$ cat config.mk
export PLATFORM = sky130hd
export DESIGN_NAME = frame_energy_reader
export DESIGN_NICKNAME = d
export VERILOG_FILES = /design/src/rtl/frame_energy_reader.sv
export SDC_FILE = /design/constraint.sdc
export NUM_CORES = 1
export LEC_CHECK = 0
export CAP_MARGIN = 20
export CORE_MARGIN = 2
export CORE_UTILIZATION = 40
export CTS_CLUSTER_SIZE = 8
export DETAILED_ROUTE_END_ITERATION = 8
export SLEW_MARGIN = 30
export SYNTH_ARGS = -nofsm -noshare
export SYNTH_HDL_FRONTEND = slang
export SYNTH_SLANG_ARGS = --single-unit
$ cat constraint.sdc
create_clock -name clk_i -period 14.2 [get_ports clk_i]
set_clock_uncertainty 0.05 [all_clocks]
set_input_delay 3.55 -clock clk_i [delete_from_list [all_inputs] [get_ports clk_i]]
set_output_delay 3.55 -clock clk_i [all_outputs]
set_load 0.01 [all_outputs]
$ cat src/rtl/frame_energy_reader.sv
// rtl/frame_energy_reader.sv - claims filled ping-pong buffers, drains one frame, reports energy and peak
// One result record per frame; the next buffer is not claimed until the current record is consumed.
module frame_energy_reader #(
  parameter int SAMPLE_W = 16,
  parameter int BUF_LEN  = 256,
  parameter int ACC_W    = 2*SAMPLE_W + $clog2(BUF_LEN)
) (
  input  logic                clk_i,
  input  logic                rst_i,
  input  logic                buf_ready_i,
  input  logic                buf_id_i,
  output logic                buf_take_o,
  input  logic [SAMPLE_W-1:0] rd_data_i,
  input  logic                rd_valid_i,
  output logic                rd_ready_o,
  input  logic                rd_last_i,
  output logic [ACC_W-1:0]    res_energy_o,
  output logic [SAMPLE_W-1:0] res_peak_o,
  output logic                res_buf_id_o,
  output logic                res_len_err_o,
  output logic                res_valid_o,
  input  logic                res_ready_i,
  output logic                frame_drop_o,
  output logic                busy_o
);

  localparam int CNT_W = (BUF_LEN > 1) ? $clog2(BUF_LEN) : 1;
  localparam logic [CNT_W-1:0] CNT_LAST = CNT_W'(BUF_LEN - 1);

  typedef enum logic [1:0] {IDLE, TAKE, WAIT, STREAM} state_t;

  state_t                state_q, state_d;
  logic                  pending_q, pending_d;
  logic                  pend_id_q, pend_id_d;
  logic                  frame_id_q, frame_id_d;
  logic [CNT_W-1:0]      cnt_q, cnt_d;
  logic [ACC_W-1:0]      acc_q, acc_d;
  logic [SAMPLE_W-1:0]   peak_q, peak_d;
  logic [ACC_W-1:0]      res_energy_q, res_energy_d;
  logic [SAMPLE_W-1:0]   res_peak_q, res_peak_d;
  logic                  res_id_q, res_id_d;
  logic                  res_err_q, res_err_d;
  logic                  res_valid_q, res_valid_d;
  logic                  take_q, take_d;
  logic                  ready_q, ready_d;
  logic                  drop_q, drop_d;
  logic                  busy_q, busy_d;

  logic signed [SAMPLE_W-1:0]   x;
  logic signed [2*SAMPLE_W-1:0] sq;
  logic [2*SAMPLE_W-1:0]        sq_u;
  logic [SAMPLE_W-1:0]          abs_x;
  logic [ACC_W-1:0]             acc_nx;
  logic [SAMPLE_W-1:0]          peak_nx;
  logic                         beat;
  logic                         at_last;
  logic                         frame_end;

  always_comb begin
    x       = $signed(rd_data_i);
    sq      = x * x;
    sq_u    = sq;
    // Negating the most negative sample yields 2^(SAMPLE_W-1), still exact as unsigned.
    abs_x   = rd_data_i[SAMPLE_W-1] ? (~rd_data_i + 1'b1) : rd_data_i;
    acc_nx  = acc_q + ACC_W'(sq_u);
    peak_nx = (abs_x > peak_q) ? abs_x : peak_q;
    beat      = rd_valid_i && ready_q;
    at_last   = (cnt_q == CNT_LAST);
    frame_end = beat && (rd_last_i || at_last);

    state_d      = state_q;
    pending_d    = pending_q;
    pend_id_d    = pend_id_q;
    frame_id_d   = frame_id_q;
    cnt_d        = cnt_q;
    acc_d        = acc_q;
    peak_d       = peak_q;
    res_energy_d = res_energy_q;
    res_peak_d   = res_peak_q;
    res_id_d     = res_id_q;
    res_err_d    = res_err_q;
    res_valid_d  = res_valid_q;
    drop_d       = buf_ready_i && pending_q && !take_q;

    // A new buffer arriving on the take cycle becomes the next pending one.
    if (buf_ready_i) begin
      pending_d = 1'b1;
      pend_id_d = buf_id_i;
    end else if (take_q) begin
      pending_d = 1'b0;
    end

    if (res_valid_q && res_ready_i) begin
      res_valid_d  = 1'b0;
      res_energy_d = '0;
      res_peak_d   = '0;
      res_id_d     = 1'b0;
      res_err_d    = 1'b0;
    end

    case (state_q)
      IDLE: if (pending_q && !res_valid_q) state_d = TAKE;
      TAKE: begin
        cnt_d      = '0;
        acc_d      = '0;
        peak_d     = '0;
        frame_id_d = pend_id_q;
        state_d    = WAIT;
      end
      WAIT: if (rd_valid_i) state_d = STREAM;
      STREAM: begin
        if (beat) begin
          acc_d  = acc_nx;
          peak_d = peak_nx;
          cnt_d  = cnt_q + 1'b1;
        end
        if (frame_end) begin
          res_energy_d = acc_nx;
          res_peak_d   = peak_nx;
          res_id_d     = frame_id_q;
          res_err_d    = rd_last_i ^ at_last;
          res_valid_d  = 1'b1;
          state_d      = IDLE;
        end
      end
      default: state_d = IDLE;
    endcase

    take_d  = (state_d == TAKE);
    ready_d = (state_d == STREAM);
    busy_d  = (state_d != IDLE);
  end

  always_ff @(posedge clk_i or posedge rst_i) begin
    if (rst_i) begin
      state_q      <= IDLE;
      pending_q    <= 1'b0;
      pend_id_q    <= 1'b0;
      frame_id_q   <= 1'b0;
      cnt_q        <= '0;
      acc_q        <= '0;
      peak_q       <= '0;
      res_energy_q <= '0;
      res_peak_q   <= '0;
      res_id_q     <= 1'b0;
      res_err_q    <= 1'b0;
      res_valid_q  <= 1'b0;
      take_q       <= 1'b0;
      ready_q      <= 1'b0;
      drop_q       <= 1'b0;
      busy_q       <= 1'b0;
    end else begin
      state_q      <= state_d;
      pending_q    <= pending_d;
      pend_id_q    <= pend_id_d;
      frame_id_q   <= frame_id_d;
      cnt_q        <= cnt_d;
      acc_q        <= acc_d;
      peak_q       <= peak_d;
      res_energy_q <= res_energy_d;
      res_peak_q   <= res_peak_d;
      res_id_q     <= res_id_d;
      res_err_q    <= res_err_d;
      res_valid_q  <= res_valid_d;
      take_q       <= take_d;
      ready_q      <= ready_d;
      drop_q       <= drop_d;
      busy_q       <= busy_d;
    end
  end

  assign buf_take_o    = take_q;
  assign rd_ready_o    = ready_q;
  assign res_energy_o  = res_energy_q;
  assign res_peak_o    = res_peak_q;
  assign res_buf_id_o  = res_id_q;
  assign res_len_err_o = res_err_q;
  assign res_valid_o   = res_valid_q;
  assign frame_drop_o  = drop_q;
  assign busy_o        = busy_q;

endmodule

==> impl_metrics.ini, run 1 <==
[place]
place_hpwl_um = 31700
io_buffers = 85
dpl.cell_count = 2386
routabilityCongestion = 0.865

[timing]
slew_violations = 0
final.min_clock_period_ps = 12140
relSlewSlack = 0.390
period_share = 0.855
setup_tns_ps = 0
endpoints_failing_setup = 0
hold_slack_final_ps = 426
tightestPinTransition_ps = 912
final-hold-violation-count = 0
setup_repair_after_global_routing_missed_its_margin = no
achievable-frequency_mhz = 82.4

[synthesis]
synth_adder_area_share = 0.394
yosysSeqAreaShare = 0.200
synthCells = 1822
syn_nets = 2224
synth-xor-area-share = 0.0466
postSynthAreaPerCell_um2 = 9.08
synth_seq_cells = 132
synth_area_leaders = fa_1, dfrtp_1, ha_1, inv_1, nand2_1
yosys_warnings = 0
yosys.area.top_type_share = 0.288
post-synth-top-area-cell = fa_1
synth_simple_gate_area_share = 0.124
syn-cell-area_mm2 = 0.0166
synth_compound_gate_area_share = 0.126
postSynth.topFlopCell = dfrtp_1
postSynth.asyncResetShare = 1.00
synth_mux_area_frac = 0.0117
synth_top_family_by_area = adder cells
number_of_distinct_library_cells_after_synthesis = 62
synth_enable_flop_cells = 0

[detailed_routing]
post_drt_via_cell_ratio = 5.18
post-route-drc-count = 0
detail_route.first_pass.iterations = 5
final_antenna_net_count = 0
wl_per_cell_um = 16.6
total_detailed_routing_wirelength_um = 40100
detailroute.via_count = 12500
drt_iter0_markers = 642

[die]
placementRows = 74
fp.coreArea_mm2 = 0.0408
die_area_mm2 = 0.0430
chipHeight_um = 207
num_io_pins = 86
fp.dieW_um = 207
initial_utilization = 0.405

[clocking]
clkLatencyLatePin_ps = 440
cts_repair_resize_count = 0
clock-sinks = 132
hold_buffers = 0
cts.root.buffer_cell = clkbuf_16
cts-buffers-inserted = 17
cts_setup_buffers = 0
h-tree-depth = 4
largest_buffer_count_on_any_clock_path = 2
tritoncts = yes
worst_setup_hold_path_clk_slew_ps = 60

[worst_setup_path]
r2r-start = acc_q[0]$_DFFE_PP0P_
critPathMostFrequentCell = fa_1
crit_type = in -> reg
crit_fanout = 16
worst_setup_path_end_kind = flip-flop
r2r_cells = 11
regToRegEndpoint = res_energy_o[34]$_DFF_PP0_
worstSetupEndpoint = res_energy_o[34]$_DFF_PP0_
setup.reg_to_reg.worst_slack_ps = 10620
worst_setup_path_startpoint = rd_data_i[2]
critical_path_buf_inv_count = 5
critical_path_arrival_ps = 12430
critical-path-top-delay-family = adder cells
cpPeakStageDelay_ps = 1010
critPathSlowestCell = clkdlybuf4s50_1
path_depth = 28
timing.critical_path.required_ps = 14490
worst_setup_path_start_kind = primary input

[layout]
diodes = 0
fin_nets = 2275
filler_cell_count = 3945
multi_input_comb_area_mm2 = 0.0116
stdcell_count = 2418
postLayoutCoreUtil = 0.454
layout-drive-gt1-share = 0.0414
regArea_mm2 = 0.00330
area_delta_synth_final_pct = 12.0

[status]
status = finished, final reports clean

[run]
drv_cap = 0

[global_route]
grt_overflow = 0
grt_use_total = 0.194
number_of_antenna_violations_at_the_first_check_in_global_routing = 0
first_pass_grt_wire_length_um = 67500
grt_pass1_vias = 13200
grt_max_degree = 68

[worst_hold_path]
min_path_type = reg -> reg
-- worst register-to-register path, delay by kind of cell, from the launching register on --
family	cells	cell delay, ps
compound gates	9	2540
fa+ha+maj	2	460
flops	1	380
-- cells in the mapped netlist (all sizes together) (3+ instances only) --
| library cell | number |
|---|---|
| or4 | 7 |
| a31oi | 12 |
| mux2i | 16 |
| a211o | 4 |
| o211ai | 5 |
| o21a | 6 |
| nor2 | 84 |
| or3 | 3 |
| xor2 | 26 |
| mux2 | 3 |
| nand2 | 187 |
| clkbuf | 62 |
| dfrtp | 132 |
| o31ai | 7 |
| nand2b | 9 |
| nand4 | 9 |
| nor2b | 5 |
| inv | 358 |
| o21bai | 9 |
| buf | 7 |
| or2 | 6 |
| a22o | 29 |
| ha | 141 |
| fa | 238 |
| a31o | 5 |
| nor3 | 11 |
| o22ai | 4 |
| xnor2 | 62 |
| o21ai | 110 |
| a211oi | 6 |
| a21o | 35 |
| a21oi | 72 |
| and3 | 13 |
| a41oi | 5 |
| nand3 | 73 |
| and2 | 35 |
-- area by class of cell --
cell class,count,share of cell area
repair buffers,101,0.0520
clock buffers,17,0.0230
well taps,532,0.0359
flip-flops and latches,132,0.178
clock inverters,15,0.00918
multi-input cells,1261,0.629
inverters,360,0.0732
-- how the worst min path moves through the flow --
stage / cells past startpoint / end / from / slack [ps]
6_report: 2 / res_buf_id_o$_DFF_PP0_ / frame_id_q$_DFFE_PP0P_ / 430
3_5_place_dp: 2 / res_buf_id_o$_DFF_PP0_ / frame_id_q$_DFFE_PP0P_ / 420
3_3_place_gp: 2 / res_buf_id_o$_DFF_PP0_ / frame_id_q$_DFFE_PP0P_ / 410
5_1_grt: 2 / res_energy_o[18]$_DFF_PP0_ / res_energy_o[18]$_DFF_PP0_ / 460
4_1_cts: 2 / res_buf_id_o$_DFF_PP0_ / frame_id_q$_DFFE_PP0P_ / 430
2_1_floorplan: 2 / res_buf_id_o$_DFF_PP0_ / frame_id_q$_DFFE_PP0P_ / 400
-- logic make-up (layout without fill, tap and decap cells) --
kind of cell,Yosys count,in the layout
simple gates,449,449
buf+inv,429,493
fa+ha+maj,379,379
compound gates,326,326
flops,132,132
xor+xnor,88,88
mux,19,19
-- through the flow --
step / setup WS, ps / cell area (µm²)
4_1_cts: 2010 / 18500
3_5_place_dp: 1580 / 17900
6_report: 2060 / 18500
3_3_place_gp: 1670 / 17900
5_1_grt: 1550 / 18500
2_1_floorplan: 3240 / 16600
-- state kept, by name, indices dropped and copies added, names as in the netlist, 2 cells and up --
| register | flops |
|---|---|
| res_peak_o | 16 |
| peak_q | 16 |
| res_energy_o | 40 |
| acc_q | 40 |
| cnt_q | 8 |
| state_q | 2 |
-- cell usage in the layout, fill, tap and decap left out, types with 3 or more instances in the layout --
master           netlist  layout
clkdlybuf4s50_1        0      83
o21ai_0              108     108
o21a_1                 6       6
a22o_1                29      29
o22ai_1                4       4
a211oi_1               6       6
a21o_1                35      35
xnor2_1               62      62
buf_4                  0      15
a211o_1                4       4
nand4_1                9       9
dfrtp_1              132     132
or2_2                  6       6
nor3_1                11      11
nor2b_1                4       4
or3_1                  3       3
o211ai_1               4       4
a31o_2                 5       5
a21oi_1               71      71
ha_1                 141     141
and2_1                35      35
nand2_1              187     186
clkbuf_16              0      17
inv_1                358     357
xor2_1                26      26
fa_1                 238     238
nand3_1               73      73
or4_1                  7       7
and3_1                13      13
a31oi_1               12      12
clkinvlp_4             0       4
mux2i_1               16      16
nor2_1                84      82
a41oi_1                5       5
inv_6                  0       6
o31ai_1                7       7
mux2_2                 3       3
o21bai_1               9       9
nand2b_1               9       9
-- layer usage --
| metal | GRT usage | share of wire | up-vias |
|---|---|---|---|
| li1 | - | - | 5940 |
| met1 | 0.264 | 0.45 | 6328 |
| met2 | 0.331 | 0.50 | 210 |
| met3 | 0.0269 | 0.031 | 38 |
| met4 | 0.0382 | 0.013 | 0 |
| met5 | 0 | 0 | - |
Power of run 1 is left out: the tool's default activity adds up to more than one toggle a clock period on the data nets, which glitch-free logic cannot reach.
==> run 2: changes to the inputs <==
CORE_UTILIZATION = 41   (was 40)
==> impl_metrics.ini, run 2 (same netlist as run 1, synthesis figures left out) <==
[clocking]
cts.root.buffer_cell = clkbuf_16
tritoncts = yes
clock-sinks = 132
cts_setup_buffers = 0
largest_buffer_count_on_any_clock_path = 2
cts_repair_resize_count = 0
hold_buffers = 0
worst_setup_hold_path_clk_slew_ps = 60
clkLatencyLatePin_ps = 420
cts-buffers-inserted = 17
h-tree-depth = 4

[die]
die_area_mm2 = 0.0420
chipHeight_um = 205
fp.coreArea_mm2 = 0.0398
initial_utilization = 0.416
fp.dieW_um = 205
placementRows = 73
num_io_pins = 86

[global_route]
grt_met2_use = 0.354
grt_pass1_vias = 13200
grt_use_total = 0.203
grt_max_degree = 89
grt_overflow = 0
grt_util_met3 = 0.0192
first_pass_grt_wire_length_um = 67600
grt_util_met1 = 0.276
number_of_antenna_violations_at_the_first_check_in_global_routing = 0
global_route_layer_with_the_greatest_usage = met2

[detailed_routing]
detail_route.first_pass.iterations = 4
post-route-drc-count = 0
final_antenna_net_count = 0
post_drt_via_cell_ratio = 5.20
total_detailed_routing_wirelength_um = 40400
wl_per_cell_um = 16.8
detailroute.via_count = 12500
drt_iter0_markers = 653

[place]
io_buffers = 85
routabilityCongestion = 0.872
place_hpwl_um = 31700

[timing]
relSlewSlack = 0.360
tightestPinTransition_ps = 957
achievable-frequency_mhz = 81.9
slew_violations = 0
setup_tns_ps = 0
endpoints_failing_setup = 0
setup_repair_after_global_routing_missed_its_margin = no
period_share = 0.860
final-hold-violation-count = 0
final.min_clock_period_ps = 12210

[layout]
diodes = 0
layout-drive-gt1-share = 0.0387
layout.cells.most_common_list = inv_1, fa_1, nand2_1, ha_1, dfrtp_1
area_delta_synth_final_pct = 11.9
layout_commonest_cell = inv_1
fin_nets = 2274
filler_cell_count = 3951

[worst_setup_path]
critPathSlowestCell = clkdlybuf4s50_1
critical-path-top-delay-family = adder cells
timing.critical_path.required_ps = 14450
critPathMostFrequentCell = fa_1
cpPeakStageDelay_ps = 1010
crit_fanout = 15
crit_type = in -> reg
worst_setup_path_end_kind = flip-flop
critical_path_buf_inv_count = 6
critical_path_arrival_ps = 12460
worst_setup_path_start_kind = primary input

[status]
status = finished, final reports clean

[worst_hold_path]
min_path_type = reg -> reg

[run]
drv_cap = 0
run 2: metrics by stage:
stage | worst slack [ps] | area [µm²] | util | std cells | hold slack [ps]
5_1_grt | 1430 | 18500 | 0.465 | 2409 | 464
4_1_cts | 2060 | 18500 | 0.465 | 2409 | 441
2_1_floorplan | 3240 | 16600 | - | 1822 | 396
3_3_place_gp | 1800 | 17900 | 0.450 | 2378 | 407
6_report | 1990 | 18500 | 0.465 | 2409 | 434
3_5_place_dp | 1650 | 17900 | 0.450 | 2378 | 427
run 2: tightest hold or removal path, delay by kind of cell (launching register included):
family             cells  cell delay [ps]
DFF                    1              340
AOI/OAI and AO/OA      1               60
and+or+nand+nor        1               50
run 2: per-layer routing:
metal,share of wire,vias to the layer above
met3,0.023,30
met4,0.011,0
met1,0.46,6395
met5,0,-
met2,0.51,178
li1,-,5921
run 2: layout make-up:
| class | count | area [µm²] | area share |
|---|---|---|---|
| clock inverter | 8 | 125 | 0.00676 |
| timing repair buffer | 100 | 953 | 0.0515 |
| inverter | 360 | 1360 | 0.0732 |
| sequential | 132 | 3300 | 0.178 |
| tap | 525 | 657 | 0.0355 |
| multi-input combinational | 1261 | 11600 | 0.629 |
| clock buffer | 23 | 478 | 0.0258 |
run 2: final timing paths:
path	startpoint	endpoint	slack (ps)	cells after the start
min in group asynchronous	rst_i	res_energy_o[11]$_DFF_PP0_	3610	2
max	rd_data_i[3]	res_energy_o[39]$_DFF_PP0_	1990	30
min reg2reg	frame_id_q$_DFFE_PP0P_	res_buf_id_o$_DFF_PP0_	430	2
max reg2reg	acc_q[0]$_DFFE_PP0P_	res_energy_o[34]$_DFF_PP0_	10690	11
max in group asynchronous	rst_i	res_energy_o[39]$_DFF_PP0_	9300	3
min	frame_id_q$_DFFE_PP0P_	res_buf_id_o$_DFF_PP0_	430	2
Power of run 2 is left out for the same reason.
